<file path="config.mk">
export PLATFORM = sky130hd
export DESIGN_NAME = control_sequencer
export DESIGN_NICKNAME = d
export VERILOG_FILES = /design/src/rtl/control_sequencer_pkg.sv /design/src/rtl/control_sequencer_op_decode.sv /design/src/rtl/control_sequencer.sv
export SDC_FILE = /design/constraint.sdc
export NUM_CORES = 1
export LEC_CHECK = 0
export BUFFER_PORTS_ARGS = -buffer_cell sky130_fd_sc_hd__buf_2
export CORE_MARGIN = 2
export CORE_UTILIZATION = 37
export CTS_CLUSTER_SIZE = 20
export DETAILED_ROUTE_END_ITERATION = 8
export PLACE_DENSITY = 0.77
export SETUP_SLACK_MARGIN = 0.1
export SLEW_MARGIN = 30
export SYNTH_ARGS = -nofsm -noshare
export SYNTH_HDL_FRONTEND = slang
export SYNTH_SLANG_ARGS = --single-unit
export TNS_END_PERCENT = 5
</file>
<file path="constraint.sdc">
create_clock -name i_clock -period 1.3 [get_ports i_clock]
set_input_delay 0.065 -clock i_clock [delete_from_list [all_inputs] [get_ports i_clock]]
set_output_delay 0.065 -clock i_clock [all_outputs]
set_load 0.005 [all_outputs]
</file>
<file path="src/rtl/control_sequencer_pkg.sv">
// Shared definitions for the hardwired control sequencer: opcode values,
// FSM state encoding, the strobe bundle and the state-to-strobe mapping.
package control_sequencer_pkg;

  localparam int OPW_DEFAULT = 5;
  localparam int TIMER_MIN_W = 4;

  // Supported R-format ALU opcodes (ir[31:27])
  localparam logic [4:0] OP_ADD = 5'b00011;
  localparam logic [4:0] OP_SUB = 5'b00100;
  localparam logic [4:0] OP_AND = 5'b00101;
  localparam logic [4:0] OP_OR  = 5'b00110;
  localparam logic [4:0] OP_SHR = 5'b00111;
  localparam logic [4:0] OP_ROR = 5'b01000;
  localparam logic [4:0] OP_SHL = 5'b01001;
  localparam logic [4:0] OP_ROL = 5'b01010;

  typedef enum logic [2:0] {
    ST_IDLE = 3'd0,
    ST_T0   = 3'd1,
    ST_T1   = 3'd2,
    ST_TW   = 3'd3,
    ST_T2   = 3'd4,
    ST_T3   = 3'd5,
    ST_T4   = 3'd6,
    ST_T5   = 3'd7
  } state_t;

  // One bit per datapath strobe / status pulse; the whole bundle is registered.
  typedef struct packed {
    logic pco;
    logic pci;
    logic inc_pc;
    logic mari;
    logic read;
    logic mdri;
    logic mdro;
    logic iri;
    logic ryi;
    logic zi;
    logic zlo;
    logic gra;
    logic grb;
    logic grc;
    logic rin;
    logic rout;
    logic done;
    logic illegal;
    logic mem_err;
  } strobe_t;

  // Timer must hold MEM_TIMEOUT and is never narrower than 4 bits.
  function automatic int timer_width(input int max_count);
    int w;
    w = $clog2(max_count + 1);
    return (w < TIMER_MIN_W) ? TIMER_MIN_W : w;
  endfunction

  // Strobes to present while the FSM sits in state st. bad_op only matters
  // when entering T3 (decode result); timeout only when falling back to IDLE
  // from TW. At most one bus driver (pco/mdro/zlo/rout) is set per state.
  function automatic strobe_t state_strobes(input state_t st,
                                            input logic   bad_op,
                                            input logic   timeout);
    strobe_t s;
    s = '0;
    case (st)
      ST_IDLE: s.mem_err = timeout;
      ST_T0: begin
        s.pco    = 1'b1;
        s.mari   = 1'b1;
        s.inc_pc = 1'b1;
        s.zi     = 1'b1;
      end
      ST_T1: begin
        s.zlo = 1'b1;
        s.pci = 1'b1;
      end
      ST_TW: begin
        s.read = 1'b1;
        s.mdri = 1'b1;
      end
      ST_T2: begin
        s.mdro = 1'b1;
        s.iri  = 1'b1;
      end
      ST_T3: begin
        if (bad_op) begin
          s.illegal = 1'b1;
        end else begin
          s.grb  = 1'b1;
          s.rout = 1'b1;
          s.ryi  = 1'b1;
        end
      end
      ST_T4: begin
        s.grc  = 1'b1;
        s.rout = 1'b1;
        s.zi   = 1'b1;
      end
      ST_T5: begin
        s.zlo  = 1'b1;
        s.gra  = 1'b1;
        s.rin  = 1'b1;
        s.done = 1'b1;
      end
      default: s = '0;
    endcase
    return s;
  endfunction

endpackage

</file>
<file path="src/rtl/control_sequencer_op_decode.sv">
// Opcode legality check for the control sequencer: flags whether the
// instruction's opcode field is one of the supported ALU operations.
module control_sequencer_op_decode
  import control_sequencer_pkg::*;
#(
  parameter int OPW = OPW_DEFAULT
) (
  input  logic [OPW-1:0] i_opcode,
  output logic           o_legal
);

  // Match the opcode against the supported operation list
  always_comb begin
    o_legal = 1'b0;
    case (i_opcode)
      OPW'(OP_ADD), OPW'(OP_SUB), OPW'(OP_AND), OPW'(OP_OR),
      OPW'(OP_SHR), OPW'(OP_SHL), OPW'(OP_ROR), OPW'(OP_ROL): o_legal = 1'b1;
      default: o_legal = 1'b0;
    endcase
  end

endmodule

</file>
<file path="src/rtl/control_sequencer.sv">
// Hardwired control unit: steps an R-format ALU instruction through fetch
// (T0, T1, TW, T2) and execute (T3, T4, T5), producing registered one-hot
// register-transfer strobes for the datapath. All outputs are Moore outputs
// of the state being entered, so each strobe is high for exactly the cycles
// spent in its state.
module control_sequencer
  import control_sequencer_pkg::*;
#(
  parameter int OPW         = OPW_DEFAULT,
  parameter int MEM_TIMEOUT = 15
) (
  input  logic           i_clock,
  input  logic           i_clear,
  input  logic           i_run,
  input  logic           i_mem_ready,
  input  logic [31:0]    i_ir,
  output logic           o_pco,
  output logic           o_pci,
  output logic           o_inc_pc,
  output logic           o_mari,
  output logic           o_read,
  output logic           o_mdri,
  output logic           o_mdro,
  output logic           o_iri,
  output logic           o_ryi,
  output logic           o_zi,
  output logic           o_zlo,
  output logic           o_gra,
  output logic           o_grb,
  output logic           o_grc,
  output logic           o_rin,
  output logic           o_rout,
  output logic [OPW-1:0] o_alu_op,
  output logic           o_done,
  output logic           o_illegal,
  output logic           o_mem_err
);

  localparam int TMR_W = timer_width(MEM_TIMEOUT);

  state_t           r_state;
  logic [TMR_W-1:0] r_timer;
  strobe_t          r_strb;
  logic [OPW-1:0]   r_alu_op;

  state_t           w_next;
  logic             w_timeout;
  logic [TMR_W-1:0] w_tmr_inc;
  logic [OPW-1:0]   w_opcode;
  logic             w_legal;
  logic             w_unused_ir;

  assign w_opcode    = i_ir[31 -: OPW];
  assign w_unused_ir = ^i_ir[31-OPW:0];
  assign w_tmr_inc   = r_timer + TMR_W'(1);

  control_sequencer_op_decode #(
    .OPW (OPW)
  ) u_op_decode (
    .i_opcode (w_opcode),
    .o_legal  (w_legal)
  );

  // Next-state selection; TW waits for mem_ready and gives up after
  // MEM_TIMEOUT stalled cycles, T3 aborts on the decode result latched at
  // T3 entry, T5 either chains the next fetch or parks in IDLE.
  always_comb begin
    w_next    = r_state;
    w_timeout = 1'b0;
    case (r_state)
      ST_IDLE: if (i_run) w_next = ST_T0;
      ST_T0:   w_next = ST_T1;
      ST_T1:   w_next = ST_TW;
      ST_TW: begin
        if (i_mem_ready) begin
          w_next = ST_T2;
        end else if (w_tmr_inc == TMR_W'(MEM_TIMEOUT)) begin
          w_next    = ST_IDLE;
          w_timeout = 1'b1;
        end
      end
      ST_T2:   w_next = ST_T3;
      ST_T3:   w_next = r_strb.illegal ? ST_IDLE : ST_T4;
      ST_T4:   w_next = ST_T5;
      ST_T5:   w_next = i_run ? ST_T0 : ST_IDLE;
      default: w_next = ST_IDLE;
    endcase
  end

  // State, wait timer and registered strobes for the state being entered.
  // The opcode is decoded as the FSM enters T3 and captured for the ALU as
  // it enters T4; the datapath holds ir stable across that window.
  always_ff @(posedge i_clock) begin
    if (i_clear) begin
      r_state  <= ST_IDLE;
      r_timer  <= '0;
      r_strb   <= '0;
      r_alu_op <= '0;
    end else begin
      r_state  <= w_next;
      r_timer  <= (r_state == ST_TW && w_next == ST_TW) ? w_tmr_inc : '0;
      r_strb   <= state_strobes(w_next, ~w_legal, w_timeout);
      r_alu_op <= (w_next == ST_T4) ? w_opcode : '0;
    end
  end

  assign o_pco     = r_strb.pco;
  assign o_pci     = r_strb.pci;
  assign o_inc_pc  = r_strb.inc_pc;
  assign o_mari    = r_strb.mari;
  assign o_read    = r_strb.read;
  assign o_mdri    = r_strb.mdri;
  assign o_mdro    = r_strb.mdro;
  assign o_iri     = r_strb.iri;
  assign o_ryi     = r_strb.ryi;
  assign o_zi      = r_strb.zi;
  assign o_zlo     = r_strb.zlo;
  assign o_gra     = r_strb.gra;
  assign o_grb     = r_strb.grb;
  assign o_grc     = r_strb.grc;
  assign o_rin     = r_strb.rin;
  assign o_rout    = r_strb.rout;
  assign o_alu_op  = r_alu_op;
  assign o_done    = r_strb.done;
  assign o_illegal = r_strb.illegal;
  assign o_mem_err = r_strb.mem_err;

endmodule

</file>
== After elaboration in Yosys (flattened, before gate mapping) ==
Memory sizes are Yosys's and may differ from the RTL's.
Index checks and enable logic that the tools add are counted.

* Logic and storage cells: 70
* Bits in read-only memories: 16
* Bits in registers: 28
* Output and inout bits: 24
* Memories: 1

* Bitwise logic cells: 5
* Reductions and logical operators: 9
* Multiplexer cells: 20
* Equal/unequal tests: 15
* $add $sub $neg: 1

{| class="wikitable"
|+ Memories
! name !! words !! bits a word !! read ports !! clocked after memory_dff !! wr ports !! line !! RTL
|-
| (no name shown) || 16 || 1 || 1 || 0 || 0 || control_sequencer_op_decode.sv:15 || <nowiki>case (i_opcode)</nowiki>
|}

{| class="wikitable"
|+ Operator list
! kind !! number
|-
| $eq A3 B3 Y1 const B || 8
|-
| $pmux W3 S8 || 1
|-
| $eq A3 B2 Y1 const B || 4
|-
| $mux W3 || 4
|-
| $mux W1 || 11
|-
| $reduce_or A2 Y1 || 5
|-
| $eq A3 B1 Y1 const B || 2
|-
| $logic_not A3 Y1 || 2
|-
| $mux W2 || 3
|-
| $not A1 Y1 || 5
|-
| $add A4 B1 Y4 const B || 1
|-
| $eq A4 B4 Y1 const B || 1
|-
| $reduce_or A4 Y1 || 1
|-
| $pmux W1 S2 || 1
|-
| $logic_and A1 B1 Y1 || 1
|}

== Longest topological paths before layout ==
* Word-level depth: 9
* Mapped depth: 7

== Hierarchy ==
A second synthesis with hierarchy kept.

* Cell total of the unflattened synthesis: 110
* Area, all modules: 1076.0 um^2

{| class="wikitable"
|+ Modules (own cells, without submodules)
! module !! area an instance (um^2) !! times used !! sequential area each (um^2) !! cells an instance
|-
| control_sequencer || 1042.2 || 1 || 480.5 || 106
|-
| control_sequencer_op_decode || 33.8 || 1 || 0.0 || 4
|}

== Worst setup path after synthesis ==
OpenSTA, ideal clock, no wires.

* Path type: register to register
* Start point: register r_state[2]
* End point: register r_strb (netlist bit o_zi)
* Slack: 0.057 ns
* Arrival: 1.123 ns
* Stages on the path, launching flop included: 6
* Library setup time: 0.120 ns
* Clock period less this slack: 1.243 ns
* Path through: dfxtp_1 buf_4 nand4b_1 a21boi_0 and3_4 or2_1

* Longest elaborated chain between the ends: 6
* Elaborated cells on any way between the ends: 16

{| class="wikitable"
|+ Ends and longest elaborated chain
! item !! line !! RTL
|-
| start: declaration || control_sequencer.sv:41 || <nowiki>state_t r_state;</nowiki>
|-
| start signal: assignment || control_sequencer.sv:100 || <nowiki>r_state <= w_next;</nowiki>
|-
| $mux W3 || control_sequencer.sv:77 || <nowiki>end else if (w_tmr_inc == TMR_W'(MEM_TIMEOUT)) begin</nowiki>
|-
| $mux W3 || control_sequencer.sv:75 || <nowiki>if (i_mem_ready) begin</nowiki>
|-
| $pmux W3 S8 * || control_sequencer.sv:70 || <nowiki>case (r_state)</nowiki>
|-
| $eq A3 B3 Y1 / $eq A3 B1 Y1 (equally long branches) || control_sequencer_pkg.sv:67 || <nowiki>case (st)</nowiki>
|-
| $reduce_or A2 Y1 (no source line) * || - ||
|-
| $mux W1 * || control_sequencer_pkg.sv:67 ||
|-
| end signal: assignment || control_sequencer.sv:102 || <nowiki>r_strb <= state_strobes(w_next, ~w_legal, w_timeout);</nowiki>
|-
| end: declaration || control_sequencer.sv:43 || <nowiki>strobe_t r_strb;</nowiki>
|}

Mark *: on every way between the ends. The rest lies on a longest branch, timed or not.
A chain may end at the register's enable or synchronous reset.

== Worst setup path in the final report ==
* Start point: register r_timer[1]
* End point: register r_strb (netlist bit o_mem_err)

* Longest elaborated chain between the ends: 8
* Elaborated cells on any way between the ends: 9

{| class="wikitable"
|+ Ends and longest elaborated chain
! item !! line !! RTL
|-
| start: declaration || control_sequencer.sv:42 || <nowiki>logic [TMR_W-1:0] r_timer;</nowiki>
|-
| start signal: assignment || control_sequencer.sv:101 || <nowiki>r_timer <= (r_state == ST_TW && w_next == ST_TW) ? w_tmr_inc : '0;</nowiki>
|-
| $add A4 B1 Y4 * || control_sequencer.sv:55 || <nowiki>assign w_tmr_inc = r_timer + TMR_W'(1);</nowiki>
|-
| $eq A4 B4 Y1 * || control_sequencer.sv:77 ||
|-
| $mux W3 || control_sequencer.sv:77 ||
|-
| $mux W3 || control_sequencer.sv:75 ||
|-
| $pmux W3 S8 || control_sequencer.sv:70 ||
|-
| $logic_not A3 Y1 || control_sequencer_pkg.sv:67 ||
|-
| $not A1 Y1 (no source line) || - ||
|-
| $reduce_or A4 Y1 (no source line) || - ||
|}

Marked as above.

==> results.toml <==
[route]
drt-initial-drc-count = 8
wire_per_inst_um = 13.8
drc_errors = 0
vias = 849
dr.pass1.iters = 4
wl_um = 2340
via_per_inst = 4.99
postRouteAntennaNets = 0

[final_layout]
final_core_util = 0.571
diodes = 0
area_growth_pct = 44.4
drive_gt1_frac = 0.514
n_fill_cell = 213
nets = 179
final_area_um2 = 1430

[floorplan]
core-area_um2 = 2500
start_util = 0.395
dieArea_um2 = 3100
die_y_um = 55.7
io_pins = 60
die_w_um = 55.7
placementRows = 18

[synth]
synth-seq-area-share = 0.486
yosys_warnings = 0
syn_inst = 98
ys_seq_elements = 24
syn_nets = 136
ys_types = 36
syn_avg_cell_area_um2 = 10.1
netlist_area_um2 = 988

[grt]
grt_overflow = 0
grt_max_degree = 15
grt_pass1_wl_um = 3860
grt_use_total = 0.159
grt_pass1_vias = 858
antenna_found_initial = 0

[worst_hold_path]
hp-start = "i_run"
hold_depth = 3
min_path_type = "input pin to flip-flop"
hold_end = "r_state[0]"

[sta]
tns_ns = 0
finalCriticalPeriod_ns = 1.24
fin_crit_sh = 0.955
fin_worst_skew_ns = 0.000638
maxSlewViolCount = 0
max_freq_mhz = 806
rsz0062_at_grt = "true"
slew_headroom = 0.703
setup_viol = 0
worst_pin_slew_ns = 0.439
hold_viol_final = 0

[placement]
place_congestion = 0.793
dpl_cell_area_um2 = 1150
port_buffers = 32
place_hpwl_um = 1430

[setup_path]
critPathCaptureType = "flip-flop"
cp.arrival_ns = 1.46
r2r_end = "o_mem_err"
startpoint_type = "flip-flop"
cp_max_fo = 5
worstSetupPathType = "flip-flop to flip-flop"
required_ns = 1.52
r2r_slack_ns = 0.06
reg2regPathDepth = 4
r2r-start = "r_timer[1]"

[power_and_ir_drop]
powerDensity_nw_per_um2 = 1060
leakage_nw = 0.614
finalPower_mw = 1.51
peakVddDrop_uv = 864

[run_status]
outcome = "finished, final reports clean"

[clock_tree]
cts_tree = "built"
clockBufferDepth = 2
numCtsBuffers = 3
ctsHtreeMaxLevel = 1
clk_latency_ns = 0.31
cts_num_sinks = 24
cts-root-buf = "clkbuf_4"
clk_pin_slew_ns = 0.14

[run]
drv_cap = 0
[placed cells by master, fill, tap and decap left out, drive strengths merged]
| cell | netlist | layout |
|---|---|---|
| nor2 | 8 | 8 |
| a21oi | 2 | 2 |
| nand4b | 1 | 1 |
| inv | 5 | 5 |
| ha | 2 | 2 |
| a21boi | 3 | 3 |
| xor2 | 1 | 1 |
| nor2b | 3 | 3 |
| and3b | 1 | 1 |
| nor4 | 1 | 1 |
| nor4b | 1 | 1 |
| nand2b | 2 | 2 |
| or2 | 1 | 1 |
| dfxtp | 24 | 24 |
| or3b | 2 | 2 |
| and2 | 5 | 5 |
| o211ai | 1 | 1 |
| bufinv | 0 | 1 |
| nand2 | 6 | 6 |
| clkbuf | 0 | 3 |
| o21ai | 1 | 1 |
| and3 | 1 | 1 |
| buf | 10 | 42 |
| dlygate4sd3 | 0 | 6 |
| xnor2 | 2 | 2 |
| nand4 | 1 | 1 |
| a2111oi | 1 | 1 |
| nand4bb | 1 | 1 |
| a31oi | 3 | 3 |
| o21bai | 2 | 2 |
| o2111ai | 1 | 1 |
| nand3b | 1 | 1 |
| nand3 | 4 | 4 |
| o41ai | 1 | 1 |
[critical path: stages, from the launching register on]
cell and delay (ns):
dfxtp_4 0.41, ha_4 0.19, inv_2 0.09, o211ai_1 0.12, a2111oi_2 0.34
[per-layer routing]
layer	vias up	wire length (µm)	track usage
met2	31	1230	0.279
met1	402	942	0.181
met3	2	139	0.0326
li1	414	-	-
met5	-	0	0
met4	0	29	0.0836
[flip-flops by register name, summed over array words and instances, names as in the netlist]
register and cells:
o_alu_op 5, o_done 1, o_grb 1, o_grc 1, o_illegal 1, o_mari 1, o_mdro 1, o_mem_err 1
o_pci 1, o_read 1, o_rout 1, o_zi 1, o_zlo 1, r_state 3, r_timer 4
[power by group]
group          switching [mW]  leakage (nW)  internal [mW]
sequential             0.0315         0.199          0.758
combinational          0.0751         0.386          0.101
clock                   0.235        0.0279          0.312
[area by class of cell]
class	instances	area [µm²]	share of cell area
Clock buffer	3	22.5	0.0158
Clock inverter	1	30.0	0.0210
Inverter	5	18.8	0.0131
Multi-Input combinational cell	59	518	0.363
Sequential cell	24	502	0.351
Tap cell	30	37.5	0.0263
Timing Repair Buffer	48	299	0.209
[stage by stage]
stage | cells | worst slack [ns] | hold slack [ns]
2_1_floorplan | 98 | 0.0991 | 0.134
3_3_place_gp | 155 | -0.00439 | 0.277
3_5_place_dp | 155 | -0.0603 | 0.289
4_1_cts | 168 | 0.0743 | 0.0384
5_1_grt | 170 | 0.00263 | 0.0571
6_report | 170 | 0.0588 | 0.0333
[cells in the mapped netlist]
master	n	area (µm²)
nand2b_1	2	12.5
o21bai_1	2	15.0
inv_1	4	15.0
nand3_1	3	15.0
nand4bb_1	1	11.3
a21boi_1	1	7.51
or3b_2	1	8.76
a2111oi_2	1	15.0
and2_1	5	31.3
a31oi_1	3	18.8
buf_4	9	67.6
nand2_1	6	22.5
inv_2	1	3.75
nand3b_1	1	7.51
or3b_1	1	8.76
nand4_1	1	6.26
or2_1	1	6.26
and3b_1	1	8.76
o41ai_1	1	8.76
nor2_1	8	30.0
nand4b_1	1	8.76
xor2_1	1	8.76
o211ai_1	1	7.51
nor4_4	1	21.3
o2111ai_1	1	8.76
nand3_2	1	10.0
nor2b_1	3	18.8
dfxtp_1	24	480
buf_6	1	11.3
and3_4	1	11.3
xnor2_1	2	17.5
ha_1	2	25.0
nor4b_1	1	8.76
a21oi_1	2	10.0
a21boi_0	2	15.0
o21ai_1	1	5.00
[worst max-delay path by stage]
stage	end	slack (ns)	from
finish	o_mem_err	0.06	r_timer[1]
global route	o_zlo	0.003	r_timer[0]
CTS	o_zi	0.07	r_state[1]
detailed placement	r_timer[2]	-0.06	r_timer[0]
global placement	r_timer[3]	-0.004	r_timer[0]
floorplan	o_zi	0.1	r_state[2]
[cells by family (layout without fill, tap and decap cells)]
logic type | Yosys count | after routing | synth area share
and+or+nand+nor | 39 | 39 | 0.251
DFF | 24 | 24 | 0.486
AOI/OAI and AO/OA | 15 | 15 | 0.113
buffers and inverters | 15 | 57 | 0.0987
xor gates and xnor gates | 3 | 3 | 0.0266
adders and majority gates | 2 | 2 | 0.0253
[repair_timing]
action / in CTS / in global routing
gates resized for setup: 28 / 5
buffers inserted: 3 / 2
hold buffers: 6 / 0
hold endpoints to repair: 6 / 0
pin swaps: 4 / 1
endpoints found under the setup margin: 20 / 19
(Power assumes the default switching activity.)
